## src/rtl/sevenseg_pkg.sv

```systemverilog
// ============================================================================
// Module      : sevenseg_pkg
// Description : Shared digit constants and helpers for the 7-segment scanner.
// Revision    : 1.0 - initial release
// ============================================================================
`default_nettype none

package sevenseg_pkg;

    localparam int DIGIT_W   = 4;
    localparam int DIGIT_MAX = 9;

    // One enable bit in its "off" state; replicate for the full an bus.
    localparam logic c_AN_OFF = 1'b1;

    function automatic logic digit_valid(input logic [DIGIT_W-1:0] nibble);
        return nibble <= DIGIT_W'(DIGIT_MAX);
    endfunction

endpackage

`default_nettype wire

```

## src/rtl/sevenseg_prescaler.sv

```systemverilog
// ============================================================================
// Module      : sevenseg_prescaler
// Description : Slot-rate prescaler; flags the last cycle of each slot and
//               whether the following cycle lies in the dead-time window.
// Revision    : 1.0 - initial release
// ============================================================================
`default_nettype none

module sevenseg_prescaler #(
    parameter int PRESCALE    = 50000,
    parameter int DEAD_CYCLES = 2
) (
    input  logic clk,
    input  logic rst_n,
    output logic slot_tick,
    output logic in_dead
);

    localparam int            CW     = (PRESCALE > 1) ? $clog2(PRESCALE) : 1;
    localparam logic [CW-1:0] c_LAST = CW'(PRESCALE - 1);
    localparam logic [CW-1:0] c_DEAD = CW'(DEAD_CYCLES);

    logic [CW-1:0] r_cnt;
    logic [CW-1:0] w_cnt_next;

    assign slot_tick  = (r_cnt == c_LAST);
    assign w_cnt_next = slot_tick ? '0 : r_cnt + CW'(1);
    // Looks one cycle ahead so the registered enables line up with the count.
    assign in_dead    = (w_cnt_next < c_DEAD);

    always_ff @(posedge clk or negedge rst_n) begin
        if (!rst_n) begin
            r_cnt <= '0;
        end else begin
            r_cnt <= w_cnt_next;
        end
    end

endmodule

`default_nettype wire

```

## src/rtl/sevenseg_scan.sv

```systemverilog
// ============================================================================
// Module      : sevenseg_scan
// Description : Double-buffered multiplexed digit scanner with dead time.
//               Optional leading-zero blanking: define SEVENSEG_SCAN_LZB_EN.
// Revision    : 1.0 - initial release
// ============================================================================
`default_nettype none

module sevenseg_scan
    import sevenseg_pkg::*;
#(
    parameter int NUM_DIGITS  = 4,
    parameter int PRESCALE    = 50000,
    parameter int DEAD_CYCLES = 2
) (
    input  logic                          clk,
    input  logic                          rst_n,
    input  logic                          load,
    input  logic [DIGIT_W*NUM_DIGITS-1:0] din,
    output logic [DIGIT_W-1:0]            a,
    output logic [NUM_DIGITS-1:0]         an,
    output logic                          pend,
    output logic                          frame_done,
    output logic                          err
);

    localparam int            DW         = DIGIT_W * NUM_DIGITS;
    localparam int            IW         = (NUM_DIGITS > 1) ? $clog2(NUM_DIGITS) : 1;
    localparam logic [IW-1:0] c_LAST_IDX = IW'(NUM_DIGITS - 1);

    function automatic logic [DIGIT_W-1:0] nib(input logic [DW-1:0] v, input logic [IW-1:0] i);
        return v[int'(i)*DIGIT_W +: DIGIT_W];
    endfunction

    function automatic logic any_invalid(input logic [DW-1:0] v);
        logic bad;
        bad = 1'b0;
        for (int k = 0; k < NUM_DIGITS; k++) begin
            if (!digit_valid(v[k*DIGIT_W +: DIGIT_W])) bad = 1'b1;
        end
        return bad;
    endfunction

    logic            slot_tick;
    logic            in_dead;
    logic [IW-1:0]   r_idx;
    logic [DW-1:0]   r_active;
    logic [DW-1:0]   r_shadow;
    logic            w_last_idx;
    logic            w_boundary;
    logic            w_commit;
    logic [IW-1:0]   w_idx_next;
    logic [DW-1:0]   w_active_next;
    logic            w_blank;
    logic [NUM_DIGITS-1:0] w_an_next;

    sevenseg_prescaler #(
        .PRESCALE    (PRESCALE),
        .DEAD_CYCLES (DEAD_CYCLES)
    ) u_prescaler (
        .clk       (clk),
        .rst_n     (rst_n),
        .slot_tick (slot_tick),
        .in_dead   (in_dead)
    );

    assign w_last_idx    = (r_idx == c_LAST_IDX);
    assign w_boundary    = slot_tick && w_last_idx;
    assign w_commit      = w_boundary && (load || pend);
    assign w_idx_next    = slot_tick ? (w_last_idx ? '0 : r_idx + IW'(1)) : r_idx;
    // A load landing on the boundary bypasses the shadow and wins over it.
    assign w_active_next = !w_boundary ? r_active :
                           load        ? din      :
                           pend        ? r_shadow : r_active;

`ifdef SEVENSEG_SCAN_LZB_EN
    function automatic logic [NUM_DIGITS-1:0] lzb_mask(input logic [DW-1:0] v);
        logic [NUM_DIGITS-1:0] m;
        logic                  upper_zero;
        m          = '0;
        upper_zero = 1'b1;
        for (int k = NUM_DIGITS - 1; k > 0; k--) begin
            upper_zero = upper_zero && (v[k*DIGIT_W +: DIGIT_W] == '0);
            m[k]       = upper_zero;
        end
        return m;
    endfunction

    logic [NUM_DIGITS-1:0] r_mask;
    logic [NUM_DIGITS-1:0] w_mask_next;

    assign w_mask_next = w_commit ? lzb_mask(w_active_next) : r_mask;

    always_ff @(posedge clk or negedge rst_n) begin
        if (!rst_n) begin
            r_mask <= lzb_mask('0);
        end else begin
            r_mask <= w_mask_next;
        end
    end
`endif

    always_comb begin
        w_blank = !digit_valid(nib(w_active_next, w_idx_next));
`ifdef SEVENSEG_SCAN_LZB_EN
        w_blank = w_blank || w_mask_next[w_idx_next];
`endif
        w_an_next = {NUM_DIGITS{c_AN_OFF}};
        if (!in_dead && !w_blank) begin
            for (int k = 0; k < NUM_DIGITS; k++) begin
                if (w_idx_next == IW'(k)) w_an_next[k] = ~c_AN_OFF;
            end
        end
    end

    always_ff @(posedge clk or negedge rst_n) begin
        if (!rst_n) begin
            r_idx      <= '0;
            r_active   <= '0;
            r_shadow   <= '0;
            pend       <= 1'b0;
            a          <= '0;
            an         <= {NUM_DIGITS{c_AN_OFF}};
            frame_done <= 1'b0;
            err        <= 1'b0;
        end else begin
            r_idx      <= w_idx_next;
            a          <= nib(w_active_next, w_idx_next);
            an         <= w_an_next;
            frame_done <= w_boundary;
            if (w_commit) begin
                r_active <= w_active_next;
                err      <= any_invalid(w_active_next);
            end
            if (w_boundary) begin
                pend <= 1'b0;
            end else if (load) begin
                r_shadow <= din;
                pend     <= 1'b1;
            end
        end
    end

endmodule

`default_nettype wire

```

## config.mk

```make
export PLATFORM = sky130hd
export DESIGN_NAME = sevenseg_scan
export DESIGN_NICKNAME = d
export VERILOG_FILES = /design/src/rtl/sevenseg_pkg.sv /design/src/rtl/sevenseg_prescaler.sv /design/src/rtl/sevenseg_scan.sv
export SDC_FILE = /design/constraint.sdc
export NUM_CORES = 1
export LEC_CHECK = 0
export CAP_MARGIN = 0
export CORE_UTILIZATION = 63
export CTS_BUF_LIST = sky130_fd_sc_hd__clkbuf_4
export DETAILED_ROUTE_END_ITERATION = 8
export PLACE_DENSITY = 0.83
export SETUP_SLACK_MARGIN = 0.2
export SLEW_MARGIN = 10
export SYNTH_ARGS = -nofsm -noshare
export SYNTH_HDL_FRONTEND = slang
export SYNTH_SLANG_ARGS = --single-unit
```

## constraint.sdc

```tcl
create_clock -name clk -period 9.1 [get_ports clk]
set_input_delay 2.73 -clock clk [delete_from_list [all_inputs] [get_ports clk]]
set_output_delay 2.73 -clock clk [all_outputs]
set_load 0.01 [all_outputs]
```

Word level (Yosys, flattened, before mapping)
Cells that the tools add are included.
{ "word_totals": {"wordCells": 49, "mem_count": 0, "latch_bits": 0, "in_bits": 19, "output_inout_bits": 11, "ramBits": 0, "regBits": 61, "mem_bits_ro": 0} }
{ "op_classes": {"muxes": 17, "n_addsub": 2, "bitwise_logic": 1, "multipliers": 0, "div_mod_pow": 0, "eq_ne": 5, "n_reduce_logical": 8, "n_shift": 1, "magnitude_cmp": 6} }
{ "ops": {"columns": ["cell", "n"], "rows": [
  ["16-bit 2-to-1 mux", 4],
  ["4-bit <= comparator, second input constant", 5],
  ["16-bit by 1-bit adder with 16-bit output, second input constant", 1],
  ["16-bit == test, second input constant", 1],
  ["16-bit by 2-bit < comparator with 1-bit output, second input constant", 1],
  ["16-bit by 5-bit indexed part select with 4-bit output", 1],
  ["1-bit 2-to-1 mux", 10],
  ["2-bit == test, second input constant", 3],
  ["2-bit 2-to-1 mux", 2],
  ["4-bit 2-to-1 mux", 1],
  ["1-bit logical AND", 3],
  ["2-bit by 1-bit adder with 2-bit output, second input constant", 1],
  ["2-bit by 1-bit == test with 1-bit output, second input constant", 1],
  ["2-bit zero test", 1],
  ["2-bit AND reduction", 1],
  ["2-bit nonzero test", 1],
  ["1-bit zero test", 1],
  ["1-bit logical OR", 1],
  ["1-bit inverter", 1]
]} }

Logic depth before layout (Yosys ltp)
Gate-level depths: netlist of run 1.
{ "depth": {"word_depth": 8, "ltp_mapped": 13, "ltp_nobuf": 11} }

Cells and area by module
From an unflattened synthesis of run 1, not the netlist that was laid out.
{ "unflattened": {"hier_cells": 334, "area_unflattened_um2": 3320.7} }
{ "by_module_without_submodules": {"columns": ["module", "cells_per_inst", "n_inst", "seq_area_each_um2", "area_each_um2"], "rows": [
  ["sevenseg_scan", 222, 1, 1131.1, 2259.7],
  ["sevenseg_prescaler", 112, 1, 400.4, 1061.0]
]} }

Least setup slack after synthesis of run 1
No wires, ideal clock.
{ "synth_timing": {"path_type": "input-to-reg", "startpoint": "input port load", "endpoint": "register err", "path_buffers": 2, "setup_ps": 128, "stages": 9, "t_arrival_ps": 4250, "t_required_ps": 8972, "setup_slack_ps": 4722, "cell_sequence": "clkbuf_1 > nor2_1 > clkbuf_1 > a32o_1 > a221o_1 > o21ai_0 > o31ai_1 > nor3_1 > a21oi_1"} }
{ "synth_via": {"elab_chain_len": 7} }
{ "synth_rtl": {"columns": ["element", "line_no", "rtl"], "rows": [
  ["start, declared", "sevenseg_scan.sv:18", "input logic load,"],
  ["16-bit 2-to-1 mux", "sevenseg_scan.sv:73", "load ? din :"],
  ["16-bit 2-to-1 mux", "sevenseg_scan.sv:72", "assign w_active_next = !w_boundary ? r_active :"],
  ["4-bit <= comparator", "sevenseg_pkg.sv:17", "return nibble <= DIGIT_W'(DIGIT_MAX);"],
  ["1-bit 2-to-1 mux (4 in series)", "sevenseg_scan.sv:39", "if (!digit_valid(v[k*DIGIT_W +: DIGIT_W])) bad = 1'b1;"],
  ["end signal, assigned", "sevenseg_scan.sv:133", "err <= any_invalid(w_active_next);"],
  ["end, declared", "sevenseg_scan.sv:24", "output logic err"]
]} }
Several ways; a longest one is shown, not always the timed one.
A chain may end at the register's enable or synchronous reset.

Worst setup path in the final report of run 1
{ "layout_timing": {"startpoint": "input port load", "endpoint": "register an[3]"} }
{ "layout_via": {"elab_chain_len": 6} }
{ "layout_rtl": {"columns": ["element", "line_no", "rtl"], "rows": [
  ["16-bit 2-to-1 mux", "sevenseg_scan.sv:73", null],
  ["16-bit 2-to-1 mux", "sevenseg_scan.sv:72", null],
  ["16-bit by 5-bit indexed part select with 4-bit output", "sevenseg_scan.sv:32", "return v[int'(i)*DIGIT_W +: DIGIT_W];"],
  ["4-bit <= comparator", "sevenseg_pkg.sv:17", null],
  ["1-bit logical AND", "sevenseg_scan.sv:109", "if (!in_dead && !w_blank) begin"],
  ["4-bit 2-to-1 mux", "sevenseg_scan.sv:109", null],
  ["via w_an_next[3]", "sevenseg_scan.sv:55", "logic [NUM_DIGITS-1:0] w_an_next;"],
  ["end signal, assigned", "sevenseg_scan.sv:123", "an <= {NUM_DIGITS{c_AN_OFF}};"],
  ["end signal, assigned", "sevenseg_scan.sv:129", "an <= w_an_next;"],
  ["end, declared", "sevenseg_scan.sv:21", "output logic [NUM_DIGITS-1:0] an,"]
]} }
The timed path passes the listed nets, and every way through them passes these cells.

==> run summary, run 1 <==
The worst path uses 53.96% of the clock period. Among all flip-flop cells after synthesis, the most frequent one is sky130_fd_sc_hd__dfrtp_1. The setup total negative slack came out at 0 ps. By count the netlist is led by 57 x sky130_fd_sc_hd__dfrtp_1, 35 x sky130_fd_sc_hd__nor2_1, 21 x sky130_fd_sc_hd__nand2_1, 16 x sky130_fd_sc_hd__mux2_2, 13 x sky130_fd_sc_hd__xor2_1. The final layout net count came out at 334. The count of standard-cell rows came out at 24. The data required time of the worst path is 9420 ps. The class of the most critical hold timing path is flop to flop. The number of clock buffers added by TritonCTS is 9. The kind of cell with the highest combined delay along the critical path is simple AND/OR/NAND/NOR gates.

The cts-stage hold buffer count came out at 0. The share of synthesized registers carrying an async set or reset is 100.0%. The number of maximum-capacitance constraint violations is 0. The root buffer cell is sky130_fd_sc_hd__clkbuf_4. The clock edge transition at the registers on the reported setup and hold paths is 80 ps. The pin count of the biggest net entering global routing came out at 62.

The per-instance average area after synthesis is 10.40 um2. In the post-synthesis netlist, the biggest area contributors are sky130_fd_sc_hd__dfrtp_1 47%, sky130_fd_sc_hd__mux2_2 6.0%, sky130_fd_sc_hd__nor2_1 4.4%. The number of gates resized after CTS was 0.

The highest achievable clock rate is 0.2037 GHz. The run finished, with violations left. The ratio of total power to cell area came out at 151.4 nW/um2.

The number of antenna violations at the first check in global routing came out at 0. The first-pass GRT wire length came out at 10340 um. For this design the top-level I/O count stands at 30. The post-CTS setup buffer count is 0. The maximum clock path buffer count is 2. The leakage power summed over all cells is 1.532 nW. The buffer and inverter count on the worst path is 1. The number of global-route vias before repair is about 2.2k.

The most common cell in the synthesized netlist is sky130_fd_sc_hd__dfrtp_1. The area share of the largest cell type after synthesis is a little under half. VDD sags by at most 0.1145 mV. The slowest stage of the critical path belongs to the cell sky130_fd_sc_hd__nor2b_1.

The number of input and output port buffers inserted is 29. The worst setup path is of the input pin to flop kind. The worst setup path is launched from an input pin. The number of antenna diodes in the final layout is 0. Summing internal, switching and leakage power gives 0.5186 mW. The insertion delay to the later sink of the worst-skew pair is 400 ps. The core box area came out at 4474 um2.

After synthesis the netlist holds a flip-flop and latch count of 61. The detailed router placed roughly 2.3k vias in this run. Setup repair after global routing left no endpoint under its margin.

Setup violations remaining at the end of the flow were counted as 0. The longest individual stage delay on the worst path is 730 ps. The mean number of vias per cell is 6.173.

When the netlist entered floorplanning its net count stood at 310. The count of final max-slew check failures is 0. TritonCTS built the clock tree.

The average routed wire per standard cell came out at 16.52 um. Once routing completed, OpenROAD measured the worst setup slack at 4190 ps. Once detail routing completed, the nets flagged for antenna violations numbered 0. The hold violation count in the final report is 0. The pre-antenna-repair detailed-routing pass consisted of 6 iterations.

The total wirelength of the detailed-routed design is 6113 um. The placed wire-length estimate is 4172 um. In the routed design, unresolved DRC markers number 2.

The critical-path maximum fanout came out at 12. The transition at the pin with the smallest max-transition slack came out at 902.9 ps. The number of warning messages in the yosys log is 0. The number of DRC markers after the initial detailed-route iteration is slightly above 200. The die span in y is 71.07 um. The count of mapped cells out of synthesis came out at 289. The final global-route overflow total is 0. The aggregate global-route resource usage is ~27%. The cell count after placement is ~350. The worst endpoint data arrival time came out at ~5200 ps. The maximum clock skew at final layout is 22.22 ps.

The horizontal die dimension is 71.07 um. The share of post-route cells with drive strength above 1 is 14.15%. Summing the sequential cell areas from Yosys gives 50.96% of the chip area.

Traced cell by cell, the critical path runs through clkdlybuf4s50_1 > nor2b_1 > a32o_1 > a221oi_1 > mux4_2 > o21ai_2 > nand2_1 > nand4_1. The final core utilization came out at approximately three quarters. The number of sinks on the clock net came out at 61. The level count of the clock H-tree came out at 3. After synthesis the cells add up to between 3000 and 4000 um2. The area growth from synthesis to layout came out at 13.99%. Measured against its own limit, the worst slew margin works out to between 30% and 40%. Routability-driven placement finished with a final weighted congestion of 0.8698. Of all cell types, the one taking the most synthesized area is sky130_fd_sc_hd__dfrtp_1. The final cell count without fillers is 370. The distinct cell type count of the synthesized netlist came out at 46. The number of flops mapped to enable cells by yosys came out at 0. The die covers 5051 um2. The final reports fail on design-rule violations.

The starting utilization of the core area is 67.17%. OpenSTA, run right after detailed placement, puts the worst setup slack at 3839 ps. The post-route minimum period came out at about 5000 ps. STA classifies the critical path endpoint as a flop.
==> stage by stage <==
stage	hold WS (ps)	cell area [um2]
finish	514.8	3426
CTS	518.3	3426
global placement	490.6	3273
global route	533.9	3426
floorplan	473.6	3005
detailed placement	498.4	3273
==> state kept, by name (all words and copies together) (netlist names) <==
register	cells
a	4
an	4
err	1
frame_done	1
pend	1
r_active	16
r_idx	2
r_shadow	16
u_prescaler.r_cnt	16
==> power breakdown <==
| part | leakage, nW | internal [mW] | switching, mW |
|---|---|---|---|
| sequential | 0.775 | 0.279 | 0.00466 |
| clock | 0.0852 | 0.112 | 0.0928 |
| combinational | 0.672 | 0.0160 | 0.0142 |
==> layout make-up <==
type / count / area, um2
sequential: 61 / 1531
multi-input combinational: 198 / 1326
fill: 324 / 1049
timing repair buffer: 31 / 300.3
clock inverter: 6 / 77.57
clock buffer: 10 / 75.07
tap: 52 / 65.06
inverter: 12 / 50.05
==> worst reg2reg max path, stage by stage, from the launching register on <==
cell,delay [ps]
sky130_fd_sc_hd__dfrtp_1,460
sky130_fd_sc_hd__or4b_4,580
sky130_fd_sc_hd__nor4_1,600
sky130_fd_sc_hd__mux2i_1,610
sky130_fd_sc_hd__clkinv_1,400
sky130_fd_sc_hd__mux4_2,550
sky130_fd_sc_hd__o21ai_2,90
sky130_fd_sc_hd__nand2_1,80
sky130_fd_sc_hd__nand4_1,110
==> metal layers <==
| layer | global-route usage (%) | vias up | part of all wire (%) |
|---|---|---|---|
| met5 | 0 | - | 0 |
| met4 | 13.78 | 0 | 1.9 |
| met3 | 5.128 | 11 | 4.5 |
| met2 | 39.32 | 66 | 46 |
| met1 | 39.10 | 1111 | 48 |
| li1 | - | 1096 | - |
==> cell usage in the layout (no fill, tap or decap), types with 7 or more instances in the layout <==
cell type / count
sky130_fd_sc_hd__mux2_2: 16
sky130_fd_sc_hd__a21oi_1: 10
sky130_fd_sc_hd__xor2_1: 13
sky130_fd_sc_hd__o21ai_0: 8
sky130_fd_sc_hd__nand3_1: 8
sky130_fd_sc_hd__clkdlybuf4s50_1: 28
sky130_fd_sc_hd__inv_1: 9
sky130_fd_sc_hd__nor2_1: 35
sky130_fd_sc_hd__nor3_1: 10
sky130_fd_sc_hd__dfrtp_1: 57
sky130_fd_sc_hd__nand4_1: 7
sky130_fd_sc_hd__nand2_1: 21
sky130_fd_sc_hd__a32o_1: 9
sky130_fd_sc_hd__o22ai_1: 8
sky130_fd_sc_hd__clkbuf_4: 10
==> logic make-up after synthesis <==
family	synth area share (%)
AOI/OAI and AO/OA	13.61
muxes	7.743
xor gates and xnor gates	5.246
adders and majority gates	0.8325
and+or+nand+nor	16.69
buffers and inverters	4.912
DFF	50.96
==> final timing paths <==
kind	from	end	slack, ps	depth (start not counted)
min in group asynchronous	rst_n	a[0]	2460	2
worst min-delay path	r_shadow[12]	r_shadow[12]	510	1
worst max register to register	u_prescaler.r_cnt[10]	an[3]	5560	8
worst min register to register	r_shadow[12]	r_shadow[12]	510	1
max in group asynchronous	rst_n	r_shadow[15]	6140	2
worst max-delay path	load	an[3]	4190	8
(Power assumes the default switching activity.)
==> run 2, diff against run 1 <==
--- a/config.mk
+++ b/config.mk
@@ -6,10 +6,10 @@
 export NUM_CORES = 1
 export LEC_CHECK = 0
 export CAP_MARGIN = 0
-export CORE_UTILIZATION = 63
+export CORE_UTILIZATION = 59
 export CTS_BUF_LIST = sky130_fd_sc_hd__clkbuf_4
 export DETAILED_ROUTE_END_ITERATION = 8
-export PLACE_DENSITY = 0.83
+export PLACE_DENSITY = 0.78
 export SETUP_SLACK_MARGIN = 0.2
 export SLEW_MARGIN = 10
 export SYNTH_ARGS = -nofsm -noshare
==> constraint.sdc (replaced) <==
create_clock -name clk -period 4.8 [get_ports clk]
set_input_delay 1.44 -clock clk [delete_from_list [all_inputs] [get_ports clk]]
set_output_delay 1.44 -clock clk [all_outputs]
set_load 0.01 [all_outputs]
==> run 2 against run 1 <==
The flow now finishes without violations; clock skew shrank 12 ps; sequential power grew 89%; sequential share of layout area is essentially flat; sequential cell count is the same; routed wire length grew 2.3%; largest power group unchanged; total power grew 79%; count of clock-buffer cells in the layout shrank 1; setup slack lost 3100 ps.
==> run summary, run 2 (synthesis gave the netlist of run 1 again) <==
The average routed wire per standard cell is 16.20 um. The number of maximum-capacitance constraint violations is 0. The met3 wire length is 298 um. The leakage power summed over all cells came out at between 1.5 and 2 nW. The share of post-route cells with drive strength above 1 came out at 14.11%. The min-delay analysis places its worst path in the category flop to flop. In this run the most critical hold path is launched from r_shadow[9]. The die span in y is between 70 and 80 um. STA puts the critical path data arrival time at 4020 ps.

The highest achievable clock rate is 0.2708 GHz. The die covers around 5400 um2. The final core utilization came out at 71.06%. The clock edge transition at the registers on the reported setup and hold paths came out at 100 ps. The horizontal die dimension came out at 73.37 um. In this design, the stage delay of the slowest critical-path cell is 760 ps. The maximum clock skew at final layout is 10.53 ps. In this run the power spent charging and discharging nets is 0.2153 mW. Routed signal wires occupy layers up through met4. The critical path goes through clkdlybuf4s50_1 > nor2b_1 > a32o_1 > a221oi_1 > mux4_2 > o21ai_2 > nand2_1 > nand4_1.

The run finished with clean final reports. The number of design rule violations left after detail routing came out at 0. The capture instance of the worst register-to-register path is an[3]. The critical path's slowest cell is sky130_fd_sc_hd__nor2b_1. The placed wire-length estimate came out at 4397 um.

The clock period could shrink to 3693 ps. The fraction of power spent switching nets is 23.26%. The hold path endpoint is r_shadow[9]. The mean number of vias per cell came out at 5.964. The area growth from synthesis to layout came out at 13.90%. Once the clock tree was built, the setup fixing pass inserted 0 buffers.

The antenna diode instance count is 0. Setup repair after global routing left no endpoint under its margin. STA classifies the critical path startpoint as an input pin. The logic gate share of total power came out at 6.3%.

The class of the most critical setup path is input pin to flop. The reg-to-reg setup timing slack is 1230 ps. The transition at the pin with the smallest max-transition slack is 893.7 ps. The count of endpoints failing setup in the final report is 0.

The commonest non-fill, non-tap cell in the layout is sky130_fd_sc_hd__dfrtp_1. The weighted congestion reported at the end of routability-driven placement is 0.9105. The worst setup path is captured at a flop. The worst pin sits at a relative slew slack of 40.20%.

The cell sitting at the root of the clock tree is a sky130_fd_sc_hd__clkbuf_4. The number of input and output port buffers inserted is 29. For the worst setup path, the data required time is 5130 ps. The design internal power came out at between 0.7 and 0.8 mW.

Leaving out fill and tap cells, the most frequent cells in the layout are 57 x sky130_fd_sc_hd__dfrtp_1, 35 x sky130_fd_sc_hd__nor2_1, 28 x sky130_fd_sc_hd__clkdlybuf4s50_1. The number of antenna violations at the first check in global routing is 0. The final layout net count is approximately 340. The number of instances resized during post-cts repair is 0. The setup total negative slack is 0 ps. The number of sinks on the clock net came out at 61. Counting instances, the worst hold path has a depth of 1.

The pin count of the biggest net entering global routing came out at 36. The worst IR drop on VDD came out at 0.1937 mV. The count of standard-cell rows is 25.

The routed layout has ~2.3k vias. After detailed routing, the wire length on met1 is 3000 um. The hold violation count in the final report came out at 0. The CTS buffer count came out at 9. The worst register-to-register path has a depth of 8.

The largest registers in the layout are r_active (16), r_shadow (16), u_prescaler.r_cnt (16). The cts-stage hold buffer count is 0. The region available for standard cell placement spans 4817 um2. The level count of the clock H-tree is 3. The first global-routing pass estimated between 10000 and 15000 um of wire. The final global-route overflow total came out at 0. The worst register-to-register path begins at u_prescaler.r_cnt[10]. The proportion of power drawn by flip-flops and latches is about 58%. The number of global-route vias before repair is 2211. In this run the remaining antenna-violating nets after routing total 0. The number of DRC markers after the initial detailed-route iteration came out at 136. The part of the total power dissipated in the clock network is 35.6%.

The first TritonRoute pass finished after 6 iterations. The clock passes through at most 2 buffers. The share of the cycle needed by the critical path after routing is 76.93%.

Along the worst path, the maximum fanout reaches 12. The insertion delay to the later sink of the worst-skew pair came out at 400 ps. The aggregate global-route resource usage came out at 25.82%. The starting utilization of the core area came out at 62.39%. The TritonCTS clock tree is built. Fill cells in the final layout number 396. In this run the power density over the cells is 270.4 nW/um2. The I/O pin total came out at 30.

The count of final max-slew check failures is 0. The total wirelength of the detailed-routed design came out at 6255 um. Detailed routing placed a total of 2831 um of wire on met2.
## run 2: cell types whose count changed in the layout (fill, tap and decap cells not counted)
cell	delta
sky130_fd_sc_hd__buf_4	+1
sky130_fd_sc_hd__bufinv_16	-1
sky130_fd_sc_hd__clkbuf_4	-1
sky130_fd_sc_hd__clkinv_1	+1
sky130_fd_sc_hd__clkinv_2	+1
## run 2: final cells by class
cell class                      count  area (um2)  share of cell area (%)
Timing Repair Buffer               32       307.8                   8.991
Sequential cell                    61        1531                   44.74
Clock inverter                      7       56.30                   1.645
Tap cell                           67       83.83                   2.449
Multi-Input combinational cell    198        1326                   38.74
Clock buffer                        9       67.56                   1.974
Inverter                           12       50.05                   1.462
## run 2: through the flow
stage	hold WS (ps)	std cells	power [mW]	setup WS [ps]	instance area (um2)
2_1_floorplan	473.6	289	0.5696	1712	3005
3_3_place_gp	491.8	370	0.6044	886.6	3299
3_5_place_dp	498.6	370	0.6069	756.2	3299
4_1_cts	521.9	386	0.9331	1177	3423
5_1_grt	536.1	386	0.9569	1003	3423
6_report	519.1	386	0.9257	1107	3423
## run 2: worst max path at each step
stage | startpoint | cells past startpoint | slack, ps | to
after floorplan | load | 9 | 1710 | err
after global placement | load | 8 | 890 | an[3]
after detailed placement | load | 8 | 760 | an[3]
after CTS | load | 8 | 1180 | an[3]
after global routing | load | 8 | 1000 | an[1]
final | load | 8 | 1110 | an[3]
## run 2: per-layer routing
| metal | track usage [%] | vias to the layer above |
|---|---|---|
| met5 | 0 | - |
| met4 | 12.39 | 0 |
| met3 | 3.841 | 11 |
| met2 | 38.17 | 74 |
| met1 | 37.52 | 1119 |
| li1 | - | 1098 |
## run 2: critical path, delay by kind of cell
kind	cells	cell delay, ps
multiplexers	1	550
AO/OA/AOI/OAI	3	440
buffers and inverters	1	620
AND/OR/NAND/NOR	3	960
## run 2: power groups by stage
| stage | sequential, mW | clock (mW) | combinational (mW) |
|---|---|---|---|
| after detailed placement | 0.548 | 0 | 0.0593 |
| after floorplan | 0.545 | 0 | 0.0246 |
| after CTS | 0.537 | 0.336 | 0.0595 |
| after global placement | 0.547 | 0 | 0.0574 |
| final | 0.538 | 0.330 | 0.0584 |
| after global routing | 0.539 | 0.354 | 0.0637 |
